File: config.mk
export PLATFORM = sky130hd
export DESIGN_NAME = dcache_ctrl
export DESIGN_NICKNAME = d
export VERILOG_FILES = /design/src/rtl/dcache_ctrl.sv
export SDC_FILE = /design/constraint.sdc
export NUM_CORES = 1
export LEC_CHECK = 0
export BUFFER_PORTS_ARGS = -buffer_cell sky130_fd_sc_hd__buf_4
export CELL_PAD_IN_SITES_DETAIL_PLACEMENT = 1
export CELL_PAD_IN_SITES_GLOBAL_PLACEMENT = 1
export CORE_AREA = 2 2 236 238
export DETAILED_ROUTE_END_ITERATION = 10
export DIE_AREA = 0 0 238 240
export PLACE_DENSITY_LB_ADDON = 0.1
export SLEW_MARGIN = 20
export SYNTH_ARGS = -nofsm -noshare
export SYNTH_HDL_FRONTEND = slang
export SYNTH_SLANG_ARGS = --single-unit
File: constraint.sdc
create_clock -name clock -period 5.6 [get_ports clock]
set_input_delay 0 -clock clock [delete_from_list [all_inputs] [get_ports clock]]
set_output_delay 0 -clock clock [all_outputs]
set_load 0.1 [all_outputs]
File: src/rtl/dcache_ctrl.sv
// Blocking data-cache sequencer for one load and one store port: arbitration, lookup,
// dirty writeback, tagged fill and response. Only one request is in flight at a time.
module dcache_ctrl #(
  parameter int INDEX_BITS = 5,
  parameter int TAG_BITS   = 8,
  parameter int CNT_W      = 32
) (
  input  logic                               clock,
  input  logic                               reset,
  input  logic                               ld_req_valid,
  input  logic [TAG_BITS+INDEX_BITS+2:0]     ld_req_addr,
  output logic                               ld_req_ready,
  output logic                               ld_resp_valid,
  output logic [63:0]                        ld_resp_data,
  input  logic                               st_req_valid,
  input  logic [TAG_BITS+INDEX_BITS+2:0]     st_req_addr,
  input  logic [63:0]                        st_req_data,
  output logic                               st_req_ready,
  output logic                               st_done,
  output logic [INDEX_BITS-1:0]              cache_index,
  output logic [TAG_BITS-1:0]                cache_tag,
  output logic                               cache_lookup,
  input  logic                               cache_hit,
  input  logic [63:0]                        cache_rd_data,
  input  logic                               cache_victim_dirty,
  input  logic [TAG_BITS-1:0]                cache_victim_tag,
  input  logic [63:0]                        cache_victim_data,
  output logic                               cache_wr_en,
  output logic                               cache_fill_en,
  output logic                               cache_fill_dirty,
  output logic [63:0]                        cache_wr_data,
  output logic [1:0]                         proc2mem_command,
  output logic [TAG_BITS+INDEX_BITS+2:0]     proc2mem_addr,
  output logic [63:0]                        proc2mem_data,
  input  logic [3:0]                         mem2proc_response,
  input  logic [63:0]                        mem2proc_data,
  input  logic [3:0]                         mem2proc_tag,
  output logic                               busy,
  output logic [CNT_W-1:0]                   hit_count,
  output logic [CNT_W-1:0]                   miss_count
);

  localparam int ADDR_W = TAG_BITS + INDEX_BITS + 3;
  localparam logic [1:0] CMD_NONE  = 2'd0;
  localparam logic [1:0] CMD_LOAD  = 2'd1;
  localparam logic [1:0] CMD_STORE = 2'd2;

  typedef enum logic [2:0] {
    S_IDLE, S_LOOKUP, S_WB_REQ, S_FILL_REQ, S_FILL_WAIT, S_RESP
  } state_t;

  state_t                r_state;
  logic                  r_is_st;
  logic                  r_rr_last_st;
  logic [TAG_BITS-1:0]   r_tag;
  logic [INDEX_BITS-1:0] r_index;
  logic [63:0]           r_data;
  logic [TAG_BITS-1:0]   r_vic_tag;
  logic [63:0]           r_vic_data;
  logic [3:0]            r_pend_tag;
  logic [CNT_W-1:0]      r_hit_cnt;
  logic [CNT_W-1:0]      r_miss_cnt;

  logic                  w_idle;
  logic                  w_ld_win;
  logic                  w_st_win;
  logic [ADDR_W-1:0]     w_req_addr;
  logic                  w_fill_match;
  logic                  w_unused_bits;

  // Load wins unless a store is also waiting and the load port was served last.
  assign w_idle       = (r_state == S_IDLE);
  assign w_ld_win     = ld_req_valid && (!st_req_valid || r_rr_last_st);
  assign w_st_win     = st_req_valid && !w_ld_win;
  assign w_req_addr   = w_st_win ? st_req_addr : ld_req_addr;
  assign w_fill_match = (r_state == S_FILL_WAIT) && (r_pend_tag != 4'd0) &&
                        (mem2proc_tag == r_pend_tag);
  assign w_unused_bits = ^{ld_req_addr[2:0], st_req_addr[2:0]};

  always_ff @(posedge clock) begin
    if (reset) begin
      r_state      <= S_IDLE;
      r_is_st      <= 1'b0;
      r_rr_last_st <= 1'b1;
      r_tag        <= '0;
      r_index      <= '0;
      r_data       <= '0;
      r_vic_tag    <= '0;
      r_vic_data   <= '0;
      r_pend_tag   <= '0;
      r_hit_cnt    <= '0;
      r_miss_cnt   <= '0;
    end else begin
      case (r_state)
        S_IDLE: begin
          if (w_ld_win || w_st_win) begin
            r_is_st      <= w_st_win;
            r_rr_last_st <= w_st_win;
            r_tag        <= w_req_addr[ADDR_W-1 -: TAG_BITS];
            r_index      <= w_req_addr[INDEX_BITS+2:3];
            if (w_st_win) r_data <= st_req_data;
            r_state      <= S_LOOKUP;
          end
        end
        S_LOOKUP: begin
          if (cache_hit) begin
            r_hit_cnt <= r_hit_cnt + CNT_W'(1);
            if (!r_is_st) r_data <= cache_rd_data;
            r_state   <= S_RESP;
          end else begin
            r_miss_cnt <= r_miss_cnt + CNT_W'(1);
            if (cache_victim_dirty) begin
              r_vic_tag  <= cache_victim_tag;
              r_vic_data <= cache_victim_data;
              r_state    <= S_WB_REQ;
            end else begin
              r_state    <= S_FILL_REQ;
            end
          end
        end
        S_WB_REQ: begin
          if (mem2proc_response != 4'd0) r_state <= S_FILL_REQ;
        end
        S_FILL_REQ: begin
          if (mem2proc_response != 4'd0) begin
            r_pend_tag <= mem2proc_response;
            r_state    <= S_FILL_WAIT;
          end
        end
        S_FILL_WAIT: begin
          if (w_fill_match) begin
            if (!r_is_st) r_data <= mem2proc_data;
            r_pend_tag <= 4'd0;
            r_state    <= S_RESP;
          end
        end
        S_RESP:  r_state <= S_IDLE;
        default: r_state <= S_IDLE;
      endcase
    end
  end

  assign ld_req_ready  = w_idle && w_ld_win;
  assign st_req_ready  = w_idle && w_st_win;
  assign ld_resp_valid = (r_state == S_RESP) && !r_is_st;
  assign ld_resp_data  = ld_resp_valid ? r_data : 64'd0;
  assign st_done       = (r_state == S_RESP) && r_is_st;

  assign cache_index   = r_index;
  assign cache_tag     = r_tag;
  assign cache_lookup  = (r_state == S_LOOKUP);
  assign cache_wr_en   = cache_lookup && cache_hit && r_is_st;
  assign cache_fill_en = w_fill_match;
  assign cache_fill_dirty = w_fill_match && r_is_st;

  // Store data comes from the latched request; load fills pass memory data straight through.
  always_comb begin
    cache_wr_data = 64'd0;
    if (r_state == S_LOOKUP && r_is_st)
      cache_wr_data = r_data;
    else if (w_fill_match)
      cache_wr_data = r_is_st ? r_data : mem2proc_data;
  end

  always_comb begin
    proc2mem_command = CMD_NONE;
    proc2mem_addr    = '0;
    proc2mem_data    = 64'd0;
    if (r_state == S_WB_REQ) begin
      proc2mem_command = CMD_STORE;
      proc2mem_addr    = {r_vic_tag, r_index, 3'b000};
      proc2mem_data    = r_vic_data;
    end else if (r_state == S_FILL_REQ) begin
      proc2mem_command = CMD_LOAD;
      proc2mem_addr    = {r_tag, r_index, 3'b000};
    end
  end

  assign busy       = !w_idle;
  assign hit_count  = r_hit_cnt;
  assign miss_count = r_miss_cnt;

endmodule
==> metrics <==
synth top area cells dfxtp_1, a21oi_1, and2_1; DR pass1 iterations 4; Slew HR 0.317; Worst Hold Depth 4; most frequent cells in the layout buf_4, dlygate4sd3_1, dfxtp_1; clk_lat worst skew around 0.57 ns; Startpoint Class register; R2R setup slack approximately 1.6 ns; Post-DP HPWL approximately 43 mm; Max Cap Viol 0; Net Switching ~2 mW; final wirelength 64.3 mm; Logic pwr share 0.324; worst reg2reg endpoint r_data[54]$_SDFFE_PP0P_; setup violators final 0; post-synth top area share 0.369; 1st-iter DRT viols between 500 and 600; internal power ~3.5 mW; cell taking the most area after synthesis dfxtp_1; RSZ-0062 raised after global routing false; CTS root buffer clkbuf_16; minimum clock period 4.05 ns; row count 86; Post-Syn Area 12,000 sq um; Worst Skew 0.0175 ns; CP max FO 20; clock buffer depth 3; dpl cells ~2,700; Mapped Cells between 1,500 and 2,000; Fmax around 0.25 GHz; setup TNS 0 ns; switch share 0.364; # DRC 0; PD cells 269 nW/um^2; area grow syn2layout 70.0%; share of total power in sequential cells 0.348; Worst EP required 6.07 ns; H-tree Lvls 1; Yosys warnings 0; WL per Instance approximately 21 um; grt ovf 0; Reg clk slew, reported paths around 0.060 ns; Setup crit end kind register; DRT antenna net count 0; Finished Layout Cells approximately 3,000; min-delay src cache_victim_data[39]; TritonCTS Buffers 29; first-pass GRT wire length around 95 mm; Resize count post-CTS 0; DR vias/cell between 4 and 5; io pins between 600 and 700; commonest non-fill, non-tap cell in the layout buf_4; final net count 2,589; Die Height 240 um; Final Hold Fails 0; fin area 20,500 sq um; Leak between 8 and 9 nW; Tcrit/Tclk final 0.722; number of I/O port buffers around 600; CTS tree yes; Worst IR Drop VDD 187 uV; post-synthesis cell type count 55; Die X approximately 240 um; FF-to-FF path depth 8; #FFs+latches synth approximately 220; Avg Inst Size Synth 7.93 sq um; dpl ws a little over 2 ns; global placer's final weighted congestion between 0.7 and 0.8; Post-DP Area ~17,000 sq um; Total GRT Usage 0.214; clk sinks 222; Max Slew Vio Count 0; largest net degree at the start of global routing between 80 and 90; R2R Path Start r_state[1]$_SDFFE_PP0P_; die area about 57,000 sq um; Core Region about 55,000 sq um; Hold Crit Endpoint r_vic_data[39]$_SDFFE_PP0P_; PnR worst setup slack about 1.6 ns; number of global-route vias before repair between 15,000 and 20,000; initial antenna violation count 7; Least-Margin Pin Slew about 1 ns; Clk pwr share 0.328; CP Class reg -> reg; HP Class in -> reg; layout cells sized above 1 0.305; Critical Path AT around 4.5 ns; sequential element share of the synthesized area 0.369; initial core utilization 0.220; status completed; vias around 14,000
[flip-flops by register name, indices dropped and copies added, names as in the netlist]
name,flops
cache_index,5
cache_tag,8
hit_count,32
miss_count,32
r_data,64
r_is_st,1
r_pend_tag,4
r_rr_last_st,1
r_state,3
r_vic_data,64
r_vic_tag,8
[synth_stat cells (all sizes together)]
cell,n
a211oi,77
a21boi,2
a21o,2
a21oi,177
a221o,1
a221oi,64
a22o,34
a31oi,1
a32oi,1
and2,141
and3,8
and4,10
and4b,1
buf,45
clkbuf,96
conb,1
dfxtp,222
ha,2
inv,14
mux2,1
mux2i,55
nand2,205
nand2b,32
nand3,26
nand3b,1
nand4,21
nor2,132
nor2b,5
nor3,17
nor3b,3
nor4,13
nor4b,1
nor4bb,1
o21ai,7
o22ai,30
or2,3
or3,3
or3b,2
or4,2
xnor2,31
xor2,30
[power by group through the flow]
stage | Sequential [mW] | Clock, mW | Combinational [mW]
CTS | 1.91 | 1.88 | 1.78
global placement | 1.94 | 0 | 1.49
detailed placement | 1.94 | 0 | 1.52
global route | 1.94 | 1.94 | 1.92
finish | 1.91 | 1.81 | 1.78
floorplan | 2.00 | 0 | 0.892
[stage by stage]
step / hold WS [ns] / power, mW / util
after floorplan: 0.136 / 2.89 / -
after global placement: 0.249 / 3.43 / 0.312
after detailed placement: 0.259 / 3.46 / 0.312
after CTS: 0.195 / 5.58 / 0.374
after global routing: 0.236 / 5.79 / 0.375
final: 0.234 / 5.50 / 0.375
[per-layer routing]
layer / vias to the layer above / global-route usage / wire (um)
li1: 6880 / - / -
met1: 7184 / 0.259 / 26300
met2: 337 / 0.384 / 33000
met3: 89 / 0.0426 / 3070
met4: 4 / 0.0638 / 1940
met5: - / 0 / 27
[critical path, cell delays in order, from the launching register on]
cell and delay (ns):
dfxtp_1 0.62, or3b_1 0.54, clkinv_2 0.58, nor2_4 0.74
buf_16 0.24, buf_4 0.26, a221oi_1 0.11, dlygate4sd3_1 0.60
a211oi_1 0.24
[timing repair]
item	CTS	global route
hold endpoints to repair	206	0
hold buffers	250	0
setup buffers	0	0
[final cells by class]
type	count	area (sq um)
Timing Repair Buffer	865	7150
Clock buffer	43	848
Tap cell	704	881
Clock inverter	9	48.8
Multi-Input combinational cell	1145	7050
Fill cell	6546	34200
Antenna cell	5	12.5
Inverter	14	53.8
Sequential cell	222	4450
[worst max-delay path by stage]
| stage | startpoint | to | slack (ns) |
|---|---|---|---|
| after global placement | r_state[1]$_SDFFE_PP0P_ | r_data[59]$_SDFFE_PP0P_ | 1.87 |
| after global routing | r_state[1]$_SDFFE_PP0P_ | r_data[52]$_SDFFE_PP0P_ | 1.20 |
| after CTS | r_state[1]$_SDFFE_PP0P_ | r_data[50]$_SDFFE_PP0P_ | 1.52 |
| after floorplan | r_state[1]$_SDFFE_PP0P_ | proc2mem_data[54] | 2.85 |
| after detailed placement | r_state[1]$_SDFFE_PP0P_ | r_data[50]$_SDFFE_PP0P_ | 2.07 |
| final | r_state[1]$_SDFFE_PP0P_ | r_data[54]$_SDFFE_PP0P_ | 1.55 |
[cell families after synthesis]
family / after synthesis / share of synthesized area
simple gates: 627 / 0.268
compound gates: 396 / 0.216
flops: 222 / 0.369
buf+inv: 155 / 0.0544
xor+xnor: 61 / 0.0443
mux: 56 / 0.0466
fa+ha+maj: 2 / 0.00208
other cells: 1 / 0.000311
No activity file was read; power rests on OpenSTA's default activity.
